## src/rtl/sdr_fec_pkg.sv

```systemverilog
// Shared FEC types and constants: encoder state enum, BCH generator polynomials, counter width helper.
// Pure declarations, no logic.
package sdr_fec_pkg;

  typedef enum logic {
    MSG    = 1'b0,
    PARITY = 1'b1
  } enc_state_t;

  // Octal 12471: x^12+x^10+x^8+x^5+x^4+x^3+1
  localparam logic [12:0] BCH_63_51_POLY = 13'h1539;
  // Octal 1701317, t=3 code
  localparam logic [18:0] BCH_63_45_POLY = 19'h782CF;

  function automatic int cnt_width(input int n);
    return (n > 2) ? $clog2(n) : 1;
  endfunction

endpackage

```

## src/rtl/bch_lfsr_div.sv

```systemverilog
// Remainder register of a Galois-style LFSR divider by g(x); msb is rem[M-1] combinationally.
// Single cycle per shift; the caller decides when to shift, so no flow control of its own.
module bch_lfsr_div #(
  parameter int M = 12,
  parameter logic [M:0] GEN_POLY = 13'h1539
) (
  input  logic clk,
  input  logic rst,
  input  logic clr,
  input  logic shift_in_en,
  input  logic shift_out_en,
  input  logic din,
  output logic msb
);

  logic [M-1:0] rem;
  logic         fb;

  assign fb  = din ^ rem[M-1];
  assign msb = rem[M-1];

  // clr wins so a frame can end on the same beat as its last shift
  always_ff @(posedge clk or negedge rst) begin
    if (!rst) begin
      rem <= '0;
    end else if (clr) begin
      rem <= '0;
    end else if (shift_in_en) begin
      rem <= (rem << 1) ^ (fb ? GEN_POLY[M-1:0] : '0);
    end else if (shift_out_en) begin
      rem <= rem << 1;
    end
  end

endmodule

```

## src/rtl/bch_encoder_param.sv

```systemverilog
// Bit-serial systematic BCH encoder: K message bits pass through, then N-K LFSR parity bits (or none in bypass).
// One-cycle registered output; holds while valid_out && !ready_out, ready_in only when the slot frees in MSG.
module bch_encoder_param
  import sdr_fec_pkg::*;
#(
  parameter int N = 63,
  parameter int K = 51,
  parameter logic [N-K:0] GEN_POLY = BCH_63_51_POLY
) (
  input  logic clk,
  input  logic rst,
  input  logic valid_in,
  output logic ready_in,
  input  logic data_in,
  input  logic bypass_in,
  output logic valid_out,
  input  logic ready_out,
  output logic data_out,
  output logic last_out
);

  localparam int M  = N - K;
  localparam int CW = cnt_width(N);
  localparam logic [CW-1:0] CNT_LAST_MSG  = CW'(K - 1);
  localparam logic [CW-1:0] CNT_FIRST_PAR = CW'(K);
  localparam logic [CW-1:0] CNT_LAST      = CW'(N - 1);

  if (GEN_POLY[M] != 1'b1 || GEN_POLY[0] != 1'b1 || N <= K) begin : g_bad_param
    $error("bch_encoder_param: invalid N/K/GEN_POLY");
  end

  enc_state_t    state, state_nxt;
  logic [CW-1:0] cnt, cnt_nxt;
  logic          bypass_q, bypass_nxt;
  logic          valid_nxt, data_nxt, last_nxt;
  logic          slot_free, byp_now, accept;
  logic          lfsr_clr, shift_in_en, shift_out_en, rem_msb;

  assign slot_free = !valid_out || ready_out;
  assign ready_in  = (state == MSG) && slot_free;
  assign accept    = valid_in && ready_in;
  // A K==1 frame ends on its first bit, before bypass_q has captured the flag
  assign byp_now   = (cnt == '0) ? bypass_in : bypass_q;

  always_comb begin
    state_nxt    = state;
    cnt_nxt      = cnt;
    bypass_nxt   = bypass_q;
    valid_nxt    = valid_out;
    data_nxt     = data_out;
    last_nxt     = last_out;
    lfsr_clr     = 1'b0;
    shift_in_en  = 1'b0;
    shift_out_en = 1'b0;
    if (slot_free) begin
      valid_nxt = 1'b0;
      last_nxt  = 1'b0;
      case (state)
        MSG: begin
          if (accept) begin
            valid_nxt   = 1'b1;
            data_nxt    = data_in;
            shift_in_en = 1'b1;
            cnt_nxt     = cnt + CW'(1);
            if (cnt == '0) bypass_nxt = bypass_in;
            if (cnt == CNT_LAST_MSG) begin
              if (byp_now) begin
                last_nxt = 1'b1;
                cnt_nxt  = '0;
                lfsr_clr = 1'b1;
              end else begin
                state_nxt = PARITY;
                cnt_nxt   = CNT_FIRST_PAR;
              end
            end
          end
        end
        PARITY: begin
          valid_nxt    = 1'b1;
          data_nxt     = rem_msb;
          shift_out_en = 1'b1;
          cnt_nxt      = cnt + CW'(1);
          if (cnt == CNT_LAST) begin
            last_nxt  = 1'b1;
            cnt_nxt   = '0;
            lfsr_clr  = 1'b1;
            state_nxt = MSG;
          end
        end
        default: state_nxt = MSG;
      endcase
    end
  end

  always_ff @(posedge clk or negedge rst) begin
    if (!rst) begin
      state     <= MSG;
      cnt       <= '0;
      bypass_q  <= 1'b0;
      valid_out <= 1'b0;
      data_out  <= 1'b0;
      last_out  <= 1'b0;
    end else begin
      state     <= state_nxt;
      cnt       <= cnt_nxt;
      bypass_q  <= bypass_nxt;
      valid_out <= valid_nxt;
      data_out  <= data_nxt;
      last_out  <= last_nxt;
    end
  end

  bch_lfsr_div #(
    .M        (M),
    .GEN_POLY (GEN_POLY[M:0])
  ) u_lfsr (
    .clk          (clk),
    .rst          (rst),
    .clr          (lfsr_clr),
    .shift_in_en  (shift_in_en),
    .shift_out_en (shift_out_en),
    .din          (data_in),
    .msb          (rem_msb)
  );

endmodule

```

## config.mk

```make
export PLATFORM = sky130hd
export DESIGN_NAME = bch_encoder_param
export DESIGN_NICKNAME = d
export VERILOG_FILES = /design/src/rtl/sdr_fec_pkg.sv /design/src/rtl/bch_lfsr_div.sv /design/src/rtl/bch_encoder_param.sv
export SDC_FILE = /design/constraint.sdc
export NUM_CORES = 1
export LEC_CHECK = 0
export CAP_MARGIN = 20
export CORE_MARGIN = 2
export CORE_UTILIZATION = 59
export CTS_BUF_LIST = sky130_fd_sc_hd__clkbuf_4 sky130_fd_sc_hd__clkbuf_8
export DETAILED_ROUTE_END_ITERATION = 6
export HOLD_SLACK_MARGIN = 0.06
export PLACE_DENSITY = 0.85
export SETUP_SLACK_MARGIN = 0.1
export SLEW_MARGIN = 20
export SYNTH_ARGS = -nofsm -noshare
export SYNTH_HDL_FRONTEND = slang
export SYNTH_SLANG_ARGS = --single-unit
```

## constraint.sdc

```tcl
create_clock -name clk -period 2.35 [get_ports clk]
set_input_delay 0.47 -clock clk [delete_from_list [all_inputs] [get_ports clk]]
set_output_delay 0.47 -clock clk [all_outputs]
set_load 0.02 [all_outputs]
```

* Yosys cells after proc, flatten, opt, wreduce, memory -nomap -nowiden
Index checks and enable logic that the tools add are counted.
Cells by class: add/sub/neg operators 1, multipliers 0, div/mod/pow operators 0, order comparisons 0, equality and inequality tests 3, shift operators 0, muxes and demuxes 29, bitwise logic cells 3, reductions and logical operators 8
Operators by type and width (number):
- two-way mux 12 bit | 3
- two-way mux 6 bit | 4
- two-way mux 1 bit | 16
- equality test 6 bit, second input constant | 2
- case mux 6 bit (2 select lines) | 1
- bitwise XOR 12 bit | 1
- two-way mux 11 bit | 1
- case mux 1 bit (2 select lines) | 4
- adder 6 x 1 -> 6 bit, second input constant | 1
- zero test 6 bit | 1
- AND reduction 3 bit | 1
- nonzero test 3 bit | 1
- logical AND 1 bit | 2
- != test 2 bit, second input constant | 1
- AND reduction 2 bit | 1
- zero test 1 bit | 1
- logical OR 1 bit | 1
- inverter 1 bit | 1
- bitwise XOR 1 bit | 1
Storage, ports and cells: register bits 23, bits in latches 0, RAM bits 0, bits in read-only memories 0, input port bits 6, memories 0

* Depth between registers and ports, before layout
depth in word-level cells 9, depth in mapped cells 7

* Cells and area by module
Synthesis repeated with hierarchy kept, for this count alone.
Unflattened totals: cell total of the unflattened synthesis 135, area, all modules 1297.5 um^2
Modules (own cells, without submodules):
- bch_encoder_param | instances 1, cells an instance 74, area each 686.9 um^2
- bch_lfsr_div | instances 1, cells an instance 61, area each 610.6 um^2

* Worst setup path before layout
OpenSTA, ideal clock, no wires.
path kind flip-flop to flip-flop, from register cnt[0], to register u_lfsr.rem[0], arrival 1.666 ns, required time 2.274 ns, slack 0.608 ns, cell stages (with the launch flop) 8, buffers on the path 1, clock period less this slack 1.742 ns, cells stage by stage dfrtp_1 inv_1 ha_1 or4b_4 o211ai_2 a31oi_2 buf_6 a21oi_2
On the way: cells in the longest elaborated chain, start to end 8
RTL lines:
- start: declaration | line bch_encoder_param.sv:33 | logic [CW-1:0] cnt, cnt_nxt;
- start signal: assignment | line bch_encoder_param.sv:105 | cnt <= cnt_nxt;
- zero test 6 bit | line bch_encoder_param.sv:43 | assign byp_now = (cnt == '0) ? bypass_in : bypass_q;
- two-way mux 1 bit
- two-way mux 1 bit | line bch_encoder_param.sv:67 | if (byp_now) begin
- two-way mux 1 bit | line bch_encoder_param.sv:66 | if (cnt == CNT_LAST_MSG) begin
- two-way mux 1 bit | line bch_encoder_param.sv:60 | if (accept) begin
- case mux 1 bit (2 select lines) * | line bch_encoder_param.sv:58 | case (state)
- two-way mux 1 bit * | line bch_encoder_param.sv:55 | if (slot_free) begin
- nonzero test 3 bit (no source line) or two-way mux 12 bit (tied branches)
- end signal: assignment | line bch_lfsr_div.sv:29 | rem <= (rem << 1) ^ (fb ? GEN_POLY[M-1:0] : '0);
- end signal: assignment | line bch_lfsr_div.sv:31 | rem <= rem << 1;
- end: declaration | line bch_lfsr_div.sv:16 | logic [M-1:0] rem;
Mark *: on every way between the ends. The rest lies on a longest branch, timed or not. A chain may end at the register's enable or synchronous reset.

* Worst setup path in the final report
from register cnt[0], to register last_out
On the way: cells in the longest elaborated chain, start to end 6
RTL lines:
- zero test 6 bit | line bch_encoder_param.sv:43
- two-way mux 1 bit
- two-way mux 1 bit | line bch_encoder_param.sv:67
- two-way mux 1 bit | line bch_encoder_param.sv:66
- two-way mux 1 bit | line bch_encoder_param.sv:60
- case mux 1 bit (2 select lines) * | line bch_encoder_param.sv:58
- end signal: assignment | line bch_encoder_param.sv:109 | last_out <= last_nxt;
- end: declaration | line bch_encoder_param.sv:19 | output logic last_out
Marks and branches as above.

==> metrics.md <==
| Metric | Value |
|---|---|
| R2r worst-path depth | 7 |
| DR iter-0 viols | 35 |
| Core ar. | 2000 sq um |
| Layout Skew | 0.00182 ns |
| Effective utilization at floorplan | a little under two thirds |
| Layout Nets | 159 |
| Largest fanout on the critical path | 13 |
| Sequential cell area fraction in the yosys report | 45.2% |
| Total cell area at the placement stage | 1440 sq um |
| Total of buffers placed on input and output ports | 9 |
| Peak Freq | 500 MHz |
| Post-CTS Repair Setup Buffers | 0 |
| Final-report setup violation count | 0 |
| Synthesized instance count | 134 |
| Buffer cell driving the clock tree root | clkbuf_4 |
| Clock net sink count | 23 |
| Worst R2R Setup Slack | 0.35 ns |
| Most used standard cells in the synthesized netlist | dfrtp_1 (23), nand2_1 (20), a21oi_2 (10), o21ai_0 (10), nand3_1 (9) |
| Non-Filler Cell Area, Final | 1470 sq um |
| Pins over their slew limit | 0 |
| Setup crit start kind | flip-flop |
| Total number of vias | ~1100 |
| Mapped Area | around 1300 sq um |
| Category of the worst setup path capture point | flip-flop |
| Register bit total from synthesis | 23 |
| Number of rows created at floorplan | 16 |
| Period utilization | a little under nine tenths |
| Final total negative setup slack | 0 ns |
| Deepest level of the CTS H-tree | 1 |
| Yosys top cell by area | dfrtp_1 |
| Slew headroom | 75.3% |
| Pwr Density | 735 nW/um^2 |
| Max-cap viol count | 0 |
| # DRC | 0 |
| Die outline area | 2540 sq um |
| Total number of yosys warnings | 0 |
| Area share of the largest cell type after synthesis | 45.2% |
| Via count of the first global-routing pass | ~1000 |
| Count of flip-flops with a built-in enable after synthesis | 0 |
| Maximum number of buffers from clock root to sink | 2 |
| Reg2reg start | cnt[0] |
| Result of the run | complete, no violations |
| Clock tree from TritonCTS | built |
| Lkg Pwr | 0.608 nW |
| Final Wtd Congestion | between 0.8 and 0.9 |
| Antenna Nets Post-Route | 0 |
| Skew-Pair Late Insertion Delay | around 0.32 ns |
| Required time of the critical path | 2.58 ns |
| Drt pass-1 iters | 4 |
| Most common cell in the netlist | dfrtp_1 |
| Number of antenna violations at the first check in global routing | 0 |
| First-pass GRT wire length | approximately 4800 um |
| Horizontal extent of the die | 50.4 um |
| RSZ-0062 raised after global routing | false |
| Area growth from synthesis to layout | 15.3% |
| Post-Syn Area per Cell | 9.50 sq um |
| Total routing usage reported by global routing | 25.4% |
| Proportion of synthesized flip-flops having asynchronous set or reset | between 90% and 100% |
| Register share of total power | 52.6% |
| Clock-pin slew of the registers on the worst-case setup and hold paths | 0.12 ns |
| Number of hold buffers added after CTS | 0 |
| Detail-routed via count per cell | around 6.3 |
| Post-synthesis net count | 143 |
| Number of inserted diodes | 0 |
| Hold violation total from the final report | 0 |
| Slew at the pin with the worst max-slew slack | 0.370 ns |
| Worst min-delay path category | primary input to async pin |
| Worst-path cell chain | inv_1, ha_1, or4b_4, o211ai_2, a31oi_2, buf_12, a21o_1 |
| Master of the slowest instance on the critical path | or4b_4 |
| Die outline height | roughly 50 um |
| Total routed wirelength | 2700 um |
| Switching share of power | 37.2% |
| Fraction of layout cells with a size suffix above 1 | 18.1% |
| Primary FF master, synth | dfrtp_1 |
| Switching power | 0.401 mW |
| Total global routing overflow | 0 |
| Detailed placer's ending HPWL | 1830 um |
| Proportion of power drawn by the clock network | 18.5% |
| Average wire per cell in the routed design | 15.3 um |
| Cell variety after synth | 40 |
| Num CTS Buffers | 3 |
| Max IR drop VDD | 0.501 mV |
| Number of I/O pins | 10 |
| Power share of the combinational group | roughly 29% |
| Cell internal pwr | 0.678 mW |
| Maximum number of pins on one net before global-route repair | 24 |
| Minimum clock period after layout | 2.00 ns |
| Slowest stage delay, CP | 0.49 ns |
| Worst endpoint data arrival time | 2.23 ns |
| Worst flop-to-flop path endpoint | last_out |
| Largest cells by area after synthesis | dfrtp_1 (45%), a21oi_2 (6.9%), nand2_1 (5.9%) |
| Category of the most critical setup path | flip-flop to flip-flop |
## critical path, delay by kind of cell (launching register included)
kind | cells | cell delay [ns]
compound gates | 3 | 0.44
flops | 1 | 0.45
buf+inv | 2 | 0.30
simple gates | 1 | 0.49
fa+ha+maj | 1 | 0.22
## timing repair
action                                 4_1_cts  5_1_grt
endpoints found under the hold margin        0        0
setup endpoints to repair                    1        0
gates resized for setup                      1        0
## flip-flops by register name, indices dropped and copies added, names as in the netlist
register and count:
bypass_q 1, u_lfsr.rem 12, last_out 1, state 1, data_out 1, valid_out 1
cnt 6
## worst max-delay path by stage
stage | cells after the start | slack [ns] | endpoint | from
floorplan | 7 | 0.61 | u_lfsr.rem[0] | cnt[0]
global placement | 4 | 0.12 | ready_in | ready_out
detailed placement | 4 | 0.08 | ready_in | ready_out
CTS | 7 | 0.36 | last_out | cnt[0]
global route | 7 | 0.23 | u_lfsr.rem[8] | cnt[0]
finish | 7 | 0.35 | last_out | cnt[0]
## layer usage
metal  track usage, %  part of all wire (%)  up-vias
met1             35.0                    43      539
met3             3.87                   6.0        7
met4             12.6                   2.2        0
li1                 -                     -      521
met5                0                     0        -
met2             39.3                    49       43
## logic make-up after synthesis
family	count (synthesis)	share of synthesized area, %
xor+xnor	3	2.07
flops	23	45.2
compound gates	43	24.5
mux	1	0.787
simple gates	51	20.6
fa+ha+maj	3	2.95
buf+inv	10	3.83
## per-stage QoR
| stage | std cells | setup slack, ns | utilization [%] | power [mW] | hold slack, ns |
|---|---|---|---|---|---|
| 4_1_cts | 176 | 0.357 | 73.3 | 1.08 | 0.503 |
| 6_report | 176 | 0.351 | 73.3 | 1.08 | 0.490 |
| 5_1_grt | 176 | 0.228 | 73.3 | 1.15 | 0.517 |
| 3_5_place_dp | 172 | 0.0771 | 71.9 | 0.879 | 0.475 |
| 3_3_place_gp | 172 | 0.116 | 71.9 | 0.860 | 0.459 |
| 2_1_floorplan | 134 | 0.608 | - | 0.768 | 0.174 |
## final cells by class
cell class	count	area, sq um
clock buffers	4	30.0
fillers	149	534
inverters	3	11.3
multi-input cells	101	648
flip-flops and latches	23	576
well taps	27	33.8
repair buffers	18	169
## cells in the final DEF, fill, tap and decap left out, types with 3 or more instances in the layout
cell,netlist,routed
a21oi_1,4,4
a21oi_2,10,10
a2bb2oi_1,3,3
buf_4,0,8
clkbuf_4,0,4
clkdlybuf4s50_1,0,8
dfrtp_1,23,23
ha_1,3,3
inv_1,3,3
nand2_1,20,20
nand3_1,9,9
nor2_1,6,6
o21ai_0,10,10
or3_1,3,3
xor2_1,3,3
## power by group through the flow
| stage | Sequential (mW) | Clock (mW) | Combinational, mW |
|---|---|---|---|
| floorplan | 0.543 | 0 | 0.225 |
| global placement | 0.569 | 0 | 0.291 |
| detailed placement | 0.573 | 0 | 0.307 |
| CTS | 0.564 | 0.203 | 0.309 |
| global route | 0.582 | 0.219 | 0.349 |
| finish | 0.567 | 0.200 | 0.312 |
No activity file was read; power rests on OpenSTA's default activity.
